--- src/rtl/seg7_pkg.sv ---
// Shared seven-segment definitions: segment patterns (bit 6 = g ... bit 0 = a),
// special digit codes and the scan sample layout used by the reader.
package seg7_pkg;

   localparam int NUM_DIGITS = 4;

   localparam logic [6:0] SEG_0 = 7'h3F;
   localparam logic [6:0] SEG_1 = 7'h06;
   localparam logic [6:0] SEG_2 = 7'h5B;
   localparam logic [6:0] SEG_3 = 7'h4F;
   localparam logic [6:0] SEG_4 = 7'h66;
   localparam logic [6:0] SEG_5 = 7'h6D;
   localparam logic [6:0] SEG_6 = 7'h7D;
   localparam logic [6:0] SEG_7 = 7'h07;
   localparam logic [6:0] SEG_8 = 7'h7F;
   localparam logic [6:0] SEG_9 = 7'h6F;

   // Alternate glyphs some drivers emit: 6 without top bar, 7 with hook, 9 without tail.
   localparam logic [6:0] SEG_6_ALT = 7'h7C;
   localparam logic [6:0] SEG_7_ALT = 7'h27;
   localparam logic [6:0] SEG_9_ALT = 7'h67;

   localparam logic [6:0] SEG_BLANK   = 7'h00;
   localparam logic [3:0] DIGIT_BLANK = 4'hF;
   localparam logic [3:0] DIGIT_ERR   = 4'hE;

   typedef struct packed {
      logic [NUM_DIGITS-1:0] sel;
      logic [6:0]            seg;
   } scan_sample_t;

endpackage

--- src/rtl/seg7_pattern_decode.sv ---
// Combinational seven-segment pattern to BCD digit decoder; unknown patterns
// map to DIGIT_ERR with err set, a blank display maps to DIGIT_BLANK.
module seg7_pattern_decode
   import seg7_pkg::*;
(
   input  logic [6:0] seg,
   output logic [3:0] digit,
   output logic       err
);

   always_comb begin
      digit = DIGIT_ERR;
      case (seg)
         SEG_0:                digit = 4'd0;
         SEG_1:                digit = 4'd1;
         SEG_2:                digit = 4'd2;
         SEG_3:                digit = 4'd3;
         SEG_4:                digit = 4'd4;
         SEG_5:                digit = 4'd5;
         SEG_6, SEG_6_ALT:     digit = 4'd6;
         SEG_7, SEG_7_ALT:     digit = 4'd7;
         SEG_8:                digit = 4'd8;
         SEG_9, SEG_9_ALT:     digit = 4'd9;
         SEG_BLANK:            digit = DIGIT_BLANK;
         default:              digit = DIGIT_ERR;
      endcase
      err = (digit == DIGIT_ERR);
   end

endmodule

--- src/rtl/seg7_scan_reader.sv ---
// Reads a multiplexed 4-digit seven-segment display: debounces each scan slot,
// collects a full frame of digits and hands it off over a valid/ready port.
module seg7_scan_reader
   import seg7_pkg::*;
#(
   parameter int STABLE_CYCLES = 4
) (
   input  logic                    clk,
   input  logic                    rst_n,
   input  logic [6:0]              seg,
   input  logic [NUM_DIGITS-1:0]   sel,
   output logic [4*NUM_DIGITS-1:0] out_bcd,
   output logic [NUM_DIGITS-1:0]   out_err,
   output logic                    out_valid,
   input  logic                    out_ready,
   output logic                    overrun
);

   localparam logic [7:0] COMMIT_AT = 8'(STABLE_CYCLES - 1);

   scan_sample_t              samp_p0, samp_p1;
   logic [7:0]                stab_cnt, cnt_now;
   logic                      sel_ok, commit, frame_done;
   logic [3:0]                dec_digit;
   logic                      dec_err;
   logic [NUM_DIGITS-1:0]     seen, slot_err;
   logic [4*NUM_DIGITS-1:0]   slot_bcd;

   seg7_pattern_decode u_decode (
      .seg   (samp_p0.seg),
      .digit (dec_digit),
      .err   (dec_err)
   );

   // Stage p0 -> p1: stability of the registered sample against its predecessor.
   always_comb begin
      sel_ok  = $onehot(samp_p0.sel);
      cnt_now = 8'd0;
      if (sel_ok && (samp_p0 == samp_p1))
         cnt_now = (stab_cnt == 8'hFF) ? stab_cnt : stab_cnt + 8'd1;
      commit     = sel_ok && (cnt_now == COMMIT_AT);
      frame_done = &seen;
   end

   always_ff @(posedge clk) begin
      if (!rst_n) begin
         samp_p0   <= '0;
         samp_p1   <= '0;
         stab_cnt  <= 8'd0;
         seen      <= '0;
         out_bcd   <= '0;
         out_err   <= '0;
         out_valid <= 1'b0;
         overrun   <= 1'b0;
      end else begin
         samp_p0  <= {sel, seg};
         samp_p1  <= samp_p0;
         stab_cnt <= cnt_now;
         // A commit landing in the completion cycle belongs to the next frame.
         seen     <= (frame_done ? '0 : seen) | (commit ? samp_p0.sel : '0);

         if (frame_done) begin
            if (out_valid && !out_ready) begin
               overrun <= 1'b1;
            end else begin
               out_bcd   <= slot_bcd;
               out_err   <= slot_err;
               out_valid <= 1'b1;
            end
         end else if (out_valid && out_ready) begin
            out_valid <= 1'b0;
         end
      end
   end

   // Slot contents are qualified by seen, so they need no reset.
   always_ff @(posedge clk) begin
      for (int i = 0; i < NUM_DIGITS; i++) begin
         if (commit && samp_p0.sel[i]) begin
            slot_bcd[4*i +: 4] <= dec_digit;
            slot_err[i]        <= dec_err;
         end
      end
   end

endmodule

--- config.mk ---
export PLATFORM = sky130hd
export DESIGN_NAME = seg7_scan_reader
export DESIGN_NICKNAME = d
export VERILOG_FILES = /design/src/rtl/seg7_pkg.sv /design/src/rtl/seg7_pattern_decode.sv /design/src/rtl/seg7_scan_reader.sv
export SDC_FILE = /design/constraint.sdc
export NUM_CORES = 1
export LEC_CHECK = 0
export ABC_CLOCK_PERIOD_IN_PS = 3410
export BUFFER_PORTS_ARGS = -buffer_cell sky130_fd_sc_hd__buf_4
export CORE_MARGIN = 4
export CORE_UTILIZATION = 35
export DETAILED_ROUTE_END_ITERATION = 8
export MAX_ROUTING_LAYER = met4
export SYNTH_ARGS = -nofsm -noshare
export SYNTH_HDL_FRONTEND = slang
export SYNTH_HIERARCHICAL = 1
export SYNTH_SLANG_ARGS = --single-unit
export TNS_END_PERCENT = 100
--- constraint.sdc ---
create_clock -name clk -period 3.41 [get_ports clk]
set_clock_uncertainty 0.05 [all_clocks]
set_input_delay 0.1705 -clock clk [delete_from_list [all_inputs] [get_ports clk]]
set_output_delay 0.1705 -clock clk [all_outputs]
set_load 0.02 [all_outputs]
==> out/metrics.csv, run 1 <==
stage,metric,value,unit
detailed_routing,ant_nets,0,
min_path,hold_class,in2reg,
die,fp.dieArea,10610,µm²
critical_path,r2r_start,samp_p0[7],
critical_path,worstSetupStartpointType,register,
cells_and_area,finalNetCount,371,
logic_synthesis,synth_area,3158,µm²
sta,fin_crit,3.067,ns
clocking,cts_setup_buffers,0,
sta,rsz0062_at_grt,no,
grt,first_global_vias,2065,
grt,grt_max_degree,52,
logic_synthesis,synth_nets,329,
clocking,cts_sinks,76,
critical_path,crit_path_end_kind,register,
sta,slew_headroom,53.56,%
grt,antenna_found_initial,0,
sta,tightestPinTransition,0.6965,ns
critical_path,slowest_stage,fa_1,
critical_path,cp_max_fo,5,
die,rows,34,
clocking,root_buffer,clkbuf_8,
logic_synthesis,synth_seq_cells,76,
sta,drv_slew,0,
clocking,cts_max_level,3,
grt,grt_pass1_wl,9.977,mm
sta,setup_viol,0,
detailed_routing,wirelength,6.056,mm
die,coreArea,8763,µm²
detailed_routing,first_iter_violations,208,
sta,final.period_utilization,89.93,%
placement,hpwl,4.231,mm
die,start_util,36.04,%
cells_and_area,drive_gt1_share,17.88,%
clocking,clk_pin_slew,0.08,ns
sta,tns,0,ns
clocking,clk_path_buf_depth,2,
pwr,powerDensity,445.5,nW/µm²
die,pin_count,36,
grt,grt_util_all_layers,12.38,%
critical_path,path_cells,inv_1 > fa_1 > inv_1 > ha_1 > ha_1 > nor3b_1 > nand4_1 > nor3_1 > and3_1 > and3_1,
clocking,cts-hold-fix-buffers,8,
critical_path,critPathLaunch,samp_p0[7],
logic_synthesis,syn_inst,311,
detailed_routing,routedWlPerCell,13.00,µm
clocking,clk_latency,0.35,ns
clocking,cts_buffers,9,
sta,hold_viol,0,
grt,overflow,0,
pwr,leakage,1.413,nW
cells_and_area,mostFrequentLayoutCells,"dfxtp_1 (56), nand2_1 (54), buf_4 (37), a21boi_1 (22), edfxtp_1 (20)",
logic_synthesis,syn_avg_cell_area,10.15,µm²
critical_path,cp.required,3.40,ns
clocking,cts-resized-gates,0,
logic_synthesis,yosysWarnings,6,
pwr,irDropWorstVdd,228.6,µV
critical_path,critPathMaxStageDelay,0.54,ns
critical_path,path_class,reg2reg,
logic_synthesis,synth_cell_type_count,53,
min_path,hold_start,sel[1],
cells_and_area,n_antenna_cell,0,
die,fp.dieH,103.0,µm
logic_synthesis,ys_seq_area_share,54.52,%
cells_and_area,fillers,863,
placement,io_buffers,35,
detailed_routing,vias_per_cell,4.886,
detailed_routing,drc,0,
job,cap_viol_max_count,0,
placement,gp_congestion,0.7825,
run_status,status,"finished, final reports clean",
critical_path,worstPathArrival,3.05,ns
cells_and_area,post-route-util,42.96,%
die,die_w,103.0,µm
detailed_routing,num_vias,2277,
detailed_routing,first_pass_iters,4,
clocking,cts_tree,yes,
cells_and_area,final_common_cell,dfxtp_1,
sta,max_freq,0.3261,GHz
cells_and_area,synthToLayoutAreaGrowth,19.22,%
[registers in the layout, indices dropped and copies added (netlist names)]
register and cells:
out_err 4, seen 4, stab_cnt 8, slot_err 4, out_bcd 16, slot_bcd 16, samp_p0 11, out_valid 1
samp_p1 11, overrun 1
[synthesized netlist by cell type (all sizes together)]
library cell | n | area, µm²
clkbuf | 10 | 37.54
o21ai | 10 | 50.05
a2bb2o | 1 | 10.01
nor3 | 7 | 35.03
and3 | 7 | 45.05
or2 | 1 | 6.260
nor3b | 1 | 7.510
a21o | 1 | 7.510
and2 | 19 | 118.9
inv | 12 | 45.04
o22ai | 1 | 6.260
fa | 1 | 20.02
xnor2 | 11 | 96.34
nand2b | 5 | 31.28
o2111ai | 1 | 15.01
and4 | 2 | 20.02
o311ai | 1 | 8.760
o2111a | 2 | 22.52
o211ai | 2 | 15.01
or4 | 1 | 11.26
a31oi | 4 | 25.02
a21oi | 6 | 30.03
maj3 | 1 | 10.01
nor2 | 9 | 33.78
a211oi | 2 | 20.02
nand3 | 11 | 60.06
or3 | 1 | 6.260
ha | 3 | 37.54
dfxtp | 56 | 1121
a32oi | 1 | 8.760
edfxtp | 20 | 600.6
o21a | 1 | 7.510
a22oi | 1 | 12.51
nor2b | 2 | 12.51
buf | 4 | 28.78
a21boi | 22 | 165.2
nand4 | 7 | 43.79
and4b | 1 | 13.76
nand4b | 1 | 8.760
nor4 | 4 | 40.04
o41ai | 1 | 27.53
and4bb | 1 | 12.51
nand2 | 54 | 202.7
a2111o | 1 | 11.26
a31o | 1 | 8.760
[through the flow]
| stage | power (mW) | instance area (µm²) | setup WS (ns) | std cells | hold WS, ns |
|---|---|---|---|---|---|
| after floorplan | 1.037 | 3158 | 0.5201 | 311 | 0.2478 |
| after global placement | 1.065 | 3505 | 0.4718 | 442 | 0.3321 |
| after detailed placement | 1.066 | 3505 | 0.3648 | 442 | 0.3314 |
| after CTS | 1.703 | 3765 | 0.3347 | 466 | 0.006783 |
| after global routing | 1.751 | 3765 | 0.07350 | 466 | 0.01980 |
| final | 1.677 | 3765 | 0.3434 | 466 | 0.01264 |
[worst max-delay path, delay by kind of cell, from the launching register on]
| kind | cells | cell delay [ns] |
|---|---|---|
| flops | 1 | 0.38 |
| fa+ha+maj | 3 | 0.97 |
| simple gates | 5 | 1.25 |
| buf+inv | 2 | 0.12 |
[layout make-up]
class / count / area, µm² / area share, %
Sequential cell: 76 / 1722 / 45.73
Timing Repair Buffer: 45 / 357.8 / 9.505
Inverter: 12 / 45.04 / 1.196
Clock buffer: 9 / 123.9 / 3.290
Clock inverter: 7 / 56.30 / 1.496
Tap cell: 108 / 135.1 / 3.589
Multi-Input combinational cell: 209 / 1325 / 35.19
[report_power, final]
| part | total, mW | internal, mW | switching, mW |
|---|---|---|---|
| Combinational | 0.0940 | 0.0497 | 0.0443 |
| Clock | 0.626 | 0.274 | 0.352 |
| Sequential | 0.957 | 0.936 | 0.0210 |
[cell families after synthesis]
group,share of synthesized area (%)
and+or+nand+nor,22.46
DFF,54.52
AOI/OAI and AO/OA,14.30
buffers and inverters,3.526
xor gates and xnor gates,3.051
adders and majority gates,2.140
[routing by layer]
metal	share of wire [%]	routed length, µm	vias to the layer above	track usage (%)
met4	1.3	77	0	3.586
met2	44	2684	59	18.55
met3	5.5	336	9	3.721
met5	0	0	-	-
li1	-	-	1179	-
met1	49	2958	1030	16.24
[final timing paths]
check,endpoint,slack [ns],depth (start not counted)
max reg2reg,slot_bcd[9],0.34,10
min,samp_p0[8],0.01,2
min reg2reg,out_bcd[6],0.41,2
max,slot_bcd[9],0.34,10
(Power assumes the default switching activity.)
==> run 2, diff against run 1 <==
--- a/config.mk
+++ b/config.mk
@@ -6,10 +6,10 @@
 export NUM_CORES = 1
 export LEC_CHECK = 0
 export ABC_CLOCK_PERIOD_IN_PS = 3410
-export BUFFER_PORTS_ARGS = -buffer_cell sky130_fd_sc_hd__buf_4
 export CORE_MARGIN = 4
 export CORE_UTILIZATION = 35
 export DETAILED_ROUTE_END_ITERATION = 8
+export DONT_BUFFER_PORTS = 1
 export MAX_ROUTING_LAYER = met4
 export SYNTH_ARGS = -nofsm -noshare
 export SYNTH_HDL_FRONTEND = slang
==> run 2 against run 1 <==
  * Fmax is 0.88% higher
  * Die area stayed put
  * Utilization is 1.9 points lower
  * Register-to-register slack better by 0.03 ns
  * Hold slack better by 0.022 ns
  * Wire length is 1.6% lower
  * Sequential cell count stayed put
  * Critical path depth stayed put
  * Sequential power hardly changed
  * Combinational power is 6.9% lower
  * Critical path type unchanged
  * Largest power group unchanged
==> out/metrics.csv, run 2 (synthesis gave the netlist of run 1 again) <==
stage,metric,value,unit,change
cells_and_area,stdcell_area,3601,µm²,-4.4%
detailed_routing,routedWlPerCell,13.71,µm,+5.5%
clocking,cts_sinks,76,,unchanged
critical_path,r2r_cells,10,,unchanged
critical_path,cp_max_fo,5,,unchanged
detailed_routing,wl_met2,2.669,mm,-0.56%
cells_and_area,post-route-util,41.09,%,-1.9 points
clocking,cts_tree,yes,,
run_status,status,"finished, final reports clean",,
die,rows,34,,unchanged
cells_and_area,synthToLayoutAreaGrowth,14.03,%,
placement,dp_slack,0.3789,ns,+0.01414 ns
critical_path,critical_path.top_delay_family,simple AND/OR/NAND/NOR gates,,
grt,overflow,0,,unchanged
detailed_routing,dr.max_layer_used,met4,,
placement,gp_congestion,0.7824,,about the same
die,fp.dieArea,10610,µm²,unchanged
clocking,root_buffer,clkbuf_8,,
detailed_routing,wl_met1,2.887,mm,-2.4%
grt,grt_max_degree,51,,-1.9%
die,pin_count,36,,unchanged
placement,placed_area,3242,µm²,-7.5%
sta,hold_viol,0,,unchanged
min_path,hold_path_depth,2,,unchanged
sta,drv_slew,0,,unchanged
cells_and_area,final_common_cell,dfxtp_1,,
sta,rsz0062_at_grt,no,,
clocking,clk_pin_slew,0.09,ns,about the same
die,coreArea,8763,µm²,unchanged
cells_and_area,n_antenna_cell,0,,unchanged
clocking,clk_path_buf_depth,2,,unchanged
clocking,cts_setup_buffers,0,,unchanged
sta,slew_headroom,53.82,%,+0.25 points
detailed_routing,vias_per_cell,4.989,,+2.1%
cells_and_area,mostFrequentLayoutCells,"dfxtp_1 (56), nand2_1 (54), a21boi_1 (22), edfxtp_1 (20), and2_1 (19)",,
critical_path,endpoint,slot_bcd[9],,
cells_and_area,finalNetCount,340,,-8.4%
sta,tns,0,ns,unchanged
detailed_routing,first_iter_violations,97,,-53%
detailed_routing,ant_nets,0,,unchanged
critical_path,crit_path_end_kind,register,,
cells_and_area,final_cell_count_no_fill,435,,-6.7%
placement,dp_cells,407,,-7.9%
grt,antenna_found_initial,0,,unchanged
grt,grt_pass1_wl,10.03,mm,+0.48%
critical_path,worstPathArrival,3.03,ns,-0.02 ns
min_path,hold_start,out_ready,,
sta,max_freq,0.3290,GHz,+0.88%
die,fp.dieH,103.0,µm,unchanged
sta,tightestPinTransition,0.6927,ns,-0.003796 ns
critical_path,crit_cells,10,,unchanged
placement,io_buffers,0,,-100%
critical_path,critPathMaxStageDelay,0.53,ns,about the same
critical_path,timing.rr.end,slot_bcd[9],,
critical_path,path_class,reg2reg,,
critical_path,path_cells,inv_1 > fa_1 > inv_1 > ha_1 > ha_1 > nor3b_1 > nand4_1 > nor3_1 > and3_1 > and3_1,,
placement,hpwl,4.168,mm,-1.5%
pwr,leakage,1.275,nW,-9.7%
detailed_routing,drc,0,,unchanged
critical_path,worst-path-buf-inv,2,,unchanged
detailed_routing,wirelength,5.962,mm,-1.6%
detailed_routing,num_vias,2170,,-4.7%
sta,final.period_utilization,89.15,%,-0.78 points
critical_path,r2r_start,samp_p0[7],,
die,die_w,103.0,µm,unchanged
job,cap_viol_max_count,0,,unchanged
critical_path,critPathLaunch,samp_p0[7],,
sta,setup_viol,0,,unchanged
sta,fin_crit,3.040,ns,-0.02663 ns
pwr,irDropWorstVdd,247.1,µV,+8.1%
grt,first_global_vias,2068,,+0.15%
cells_and_area,top_regs,"out_bcd (16), slot_bcd (16)",,
clocking,clk_latency,0.34,ns,about the same
critical_path,cp.required,3.40,ns,about the same
min_path,hold_class,in2reg,,
clocking,cts_buffers,9,,unchanged
critical_path,r2r_slack,0.37,ns,+0.03 ns
detailed_routing,first_pass_iters,4,,unchanged
die,start_util,36.04,%,unchanged
pwr,powerDensity,506.4,nW/µm²,+14%
clocking,cts_max_level,3,,unchanged
pwr,power,1.824,mW,+8.7%
sta,timing.final.ws_setup,0.3701,ns,+0.02663 ns
detailed_routing,routed-wl-met3,354,µm,+5.4%
critical_path,worstSetupStartpointType,register,,
sta,hold_slack,0.03464,ns,+0.02200 ns
critical_path,slowest_stage,fa_1,,
grt,grt_util_all_layers,12.58,%,+0.19 points
cells_and_area,drive_gt1_share,9.174,%,-8.7 points
run 2: layout make-up:
class,instances,area (µm²)
Clock buffer,9,123.9
Clock inverter,7,105.1
Fill cell,877,5162
Inverter,12,45.04
Multi-Input combinational cell,209,1325
Sequential cell,76,1722
Tap cell,108,135.1
Timing Repair Buffer,14,145.1
run 2: timing repair:
action	in CTS	in global routing
endpoints found under the hold margin	50	0
hold buffers	12	0
resized for setup	0	0
run 2: how the worst min path moves through the flow:
stage               slack [ns]    endpoint
floorplan                 0.25  samp_p0[0]
global placement          0.25     overrun
detailed placement        0.25  samp_p0[4]
CTS                       0.02   out_valid
global route              0.02   out_valid
finish                    0.03   out_valid
run 2: metal layers:
| metal | track usage, % | vias up |
|---|---|---|
| li1 | - | 1113 |
| met1 | 15.77 | 1014 |
| met2 | 18.80 | 38 |
| met3 | 5.210 | 5 |
| met4 | 3.287 | 0 |
| met5 | - | - |
run 2: where the power goes:
group | leakage [nW] | internal [mW] | total, mW | switching (mW)
registers | 0.649 | 0.936 | 0.957 | 0.0208
logic | 0.513 | 0.0450 | 0.0875 | 0.0425
clock network | 0.113 | 0.425 | 0.779 | 0.354
==> run 3, diff against run 2 <==
--- a/config.mk
+++ b/config.mk
@@ -8,9 +8,11 @@
 export ABC_CLOCK_PERIOD_IN_PS = 3410
 export CORE_MARGIN = 4
 export CORE_UTILIZATION = 35
+export CTS_CLUSTER_DIAMETER = 40
 export DETAILED_ROUTE_END_ITERATION = 8
 export DONT_BUFFER_PORTS = 1
 export MAX_ROUTING_LAYER = met4
+export REMOVE_ABC_BUFFERS = 1
 export SYNTH_ARGS = -nofsm -noshare
 export SYNTH_HDL_FRONTEND = slang
 export SYNTH_HIERARCHICAL = 1
==> run 3 against run 2 <==
  * Fmax about the same
  * Die area did not move
  * Non-clock buffer count is 7 higher
  * Global-route usage is 0.94 points higher
  * Final cell count is 1.6% higher
  * Setup slack worse by 0.0012 ns
  * Largest cell class unchanged
  * Largest power group unchanged
  * Highest routed layer unchanged
==> out/metrics.csv, run 3 (synthesis gave the netlist of run 1 again) <==
stage,metric,value,unit,change
run_status,status,"finished, final reports clean",,
critical_path,r2r_slack,0.37,ns,about the same
critical_path,cp_max_fo,5,,unchanged
placement,io_buffers,0,,unchanged
pwr,powerDensity,512.0,nW/µm²,+1.1%
grt,grt_use_met1,15.35,%,-0.42 points
sta,hold_viol,0,,unchanged
critical_path,path_class,reg2reg,,
cells_and_area,top_regs,"out_bcd (16), slot_bcd (16)",,
min_path,hold-path-endpoint,stab_cnt[1],,
die,die_w,103.0,µm,unchanged
clocking,clk_latency,0.35,ns,about the same
cells_and_area,finalNetCount,347,,+2.1%
grt,grt_max_degree,44,,-14%
min_path,hold_path_depth,2,,unchanged
sta,tns,0,ns,unchanged
grt,busiest_layer,met2,,
sta,max_freq,0.3288,GHz,about the same
sta,rsz0062_at_grt,no,,
sta,final.period_utilization,89.18,%,about the same
critical_path,r2r_start,samp_p0[7],,
grt,overflow,0,,unchanged
clocking,cts_sinks,76,,unchanged
critical_path,crit_path_end_kind,register,,
placement,gp_congestion,0.8425,,+7.7%
placement,hpwl,4.442,mm,+6.6%
clocking,cts_buffers,9,,unchanged
sta,drv_slew,0,,unchanged
grt,first_global_vias,2193,,+6.0%
cells_and_area,synthToLayoutAreaGrowth,16.88,%,
detailed_routing,routedWlPerCell,14.88,µm,+8.6%
min_path,hold_class,in2reg,,
detailed_routing,wirelength,6.579,mm,+10%
clocking,cts_tree,yes,,
critical_path,r2r_cells,10,,unchanged
grt,grt_pass1_wl,10.66,mm,+6.3%
detailed_routing,ant_nets,0,,unchanged
min_path,hold_start,rst_n,,
detailed_routing,num_vias,2272,,+4.7%
clocking,cts-resized-gates,0,,unchanged
clocking,cts_max_level,3,,unchanged
clocking,root_buffer,clkbuf_8,,
cells_and_area,mostFrequentLayoutCells,"dfxtp_1 (56), nand2_1 (54), a21boi_1 (22), edfxtp_1 (20), and2_1 (19)",,
detailed_routing,drc,0,,unchanged
cells_and_area,n_antenna_cell,0,,unchanged
clocking,clk_pin_slew,0.08,ns,about the same
sta,slew_headroom,52.02,%,-1.8 points
grt,antenna_found_initial,0,,unchanged
pwr,leakage,1.324,nW,+3.8%
die,fp.dieArea,10610,µm²,unchanged
detailed_routing,first_iter_violations,60,,-38%
pwr,irDropWorstVdd,166.6,µV,-33%
cells_and_area,drive_gt1_share,8.683,%,-0.49 points
die,coreArea,8763,µm²,unchanged
sta,hold_slack,0.03487,ns,+0.0002307 ns
clocking,clk_path_buf_depth,2,,unchanged
grt,grt_util_all_layers,13.52,%,+0.94 points
grt,use_met2,22.10,%,+3.3 points
die,pin_count,36,,unchanged
critical_path,worstPathArrival,3.02,ns,about the same
sta,fin_crit,3.041,ns,+0.001222 ns
die,rows,34,,unchanged
critical_path,cp.required,3.39,ns,about the same
detailed_routing,vias_per_cell,5.140,,+3.0%
sta,tightestPinTransition,0.7197,ns,+0.02701 ns
detailed_routing,first_pass_iters,4,,unchanged
grt,met3_usage,3.721,%,-1.5 points
die,fp.dieH,103.0,µm,unchanged
cells_and_area,final_common_cell,dfxtp_1,,
sta,setup_viol,0,,unchanged
critical_path,timing.rr.end,slot_err[1],,
critical_path,worstSetupStartpointType,register,,
die,start_util,36.04,%,unchanged
job,cap_viol_max_count,0,,unchanged
[run 3: how the worst max path moves through the flow]
stage                from      endpoint  slack, ns  cells after the start
5_1_grt        samp_p0[7]   slot_bcd[5]       0.13                     10
3_5_place_dp   samp_p0[7]   slot_err[2]       0.36                     10
4_1_cts        samp_p0[7]  slot_bcd[15]       0.34                     10
3_3_place_gp   samp_p0[7]   slot_bcd[8]       0.47                     10
6_report       samp_p0[7]   slot_err[1]       0.37                     10
2_1_floorplan  samp_p0[7]   slot_bcd[0]       0.52                     10
[run 3: final cells by class]
cell class	count	area (µm²)
clock buffers	10	137.6
clock inverters	6	111.4
fillers	862	5072
inverters	12	45.04
multi-input cells	209	1325
flip-flops and latches	76	1722
well taps	108	135.1
repair buffers	21	215.2
[run 3: metal layers]
layer | vias to the layer above | share of wire (%) | routed length [µm]
met2 | 62 | 48 | 3158
li1 | 1130 | - | -
met4 | 0 | 2.0 | 129
met1 | 1068 | 44 | 2892
met5 | - | 0 | 0
met3 | 12 | 6.1 | 399
[run 3: power breakdown]
part	switching [mW]	internal, mW
registers	0.0216	0.937
logic	0.0426	0.0504
clock network	0.332	0.506
total	0.397	1.49
[run 3: critical path, stage by stage (launching register included)]
cell     delay (ns)
dfxtp_1        0.38
inv_1          0.08
fa_1           0.54
inv_1          0.05
ha_1           0.17
ha_1           0.27
nor3b_1        0.25
nand4_1        0.13
nor3_1         0.25
and3_1         0.26
and3_1         0.31
[run 3: metrics by stage]
step | util, % | cells | area, µm² | power (mW) | worst slack (ns)
finish | 42.12 | 442 | 3691 | 1.890 | 0.3688
global route | 42.12 | 442 | 3691 | 1.967 | 0.1295
CTS | 42.12 | 442 | 3691 | 1.913 | 0.3445
detailed placement | 36.99 | 407 | 3242 | 1.048 | 0.3645
global placement | 36.99 | 407 | 3242 | 1.046 | 0.4674
floorplan | - | 297 | 3092 | 1.028 | 0.5201
[run 3: what timing repair did]
| item | 4_1_cts | 5_1_grt |
|---|---|---|
| endpoints found under the hold margin | 50 | 0 |
| buffers inserted | 0 | 0 |
| hold buffers | 19 | 0 |
| endpoints found under the setup margin | 0 | 0 |
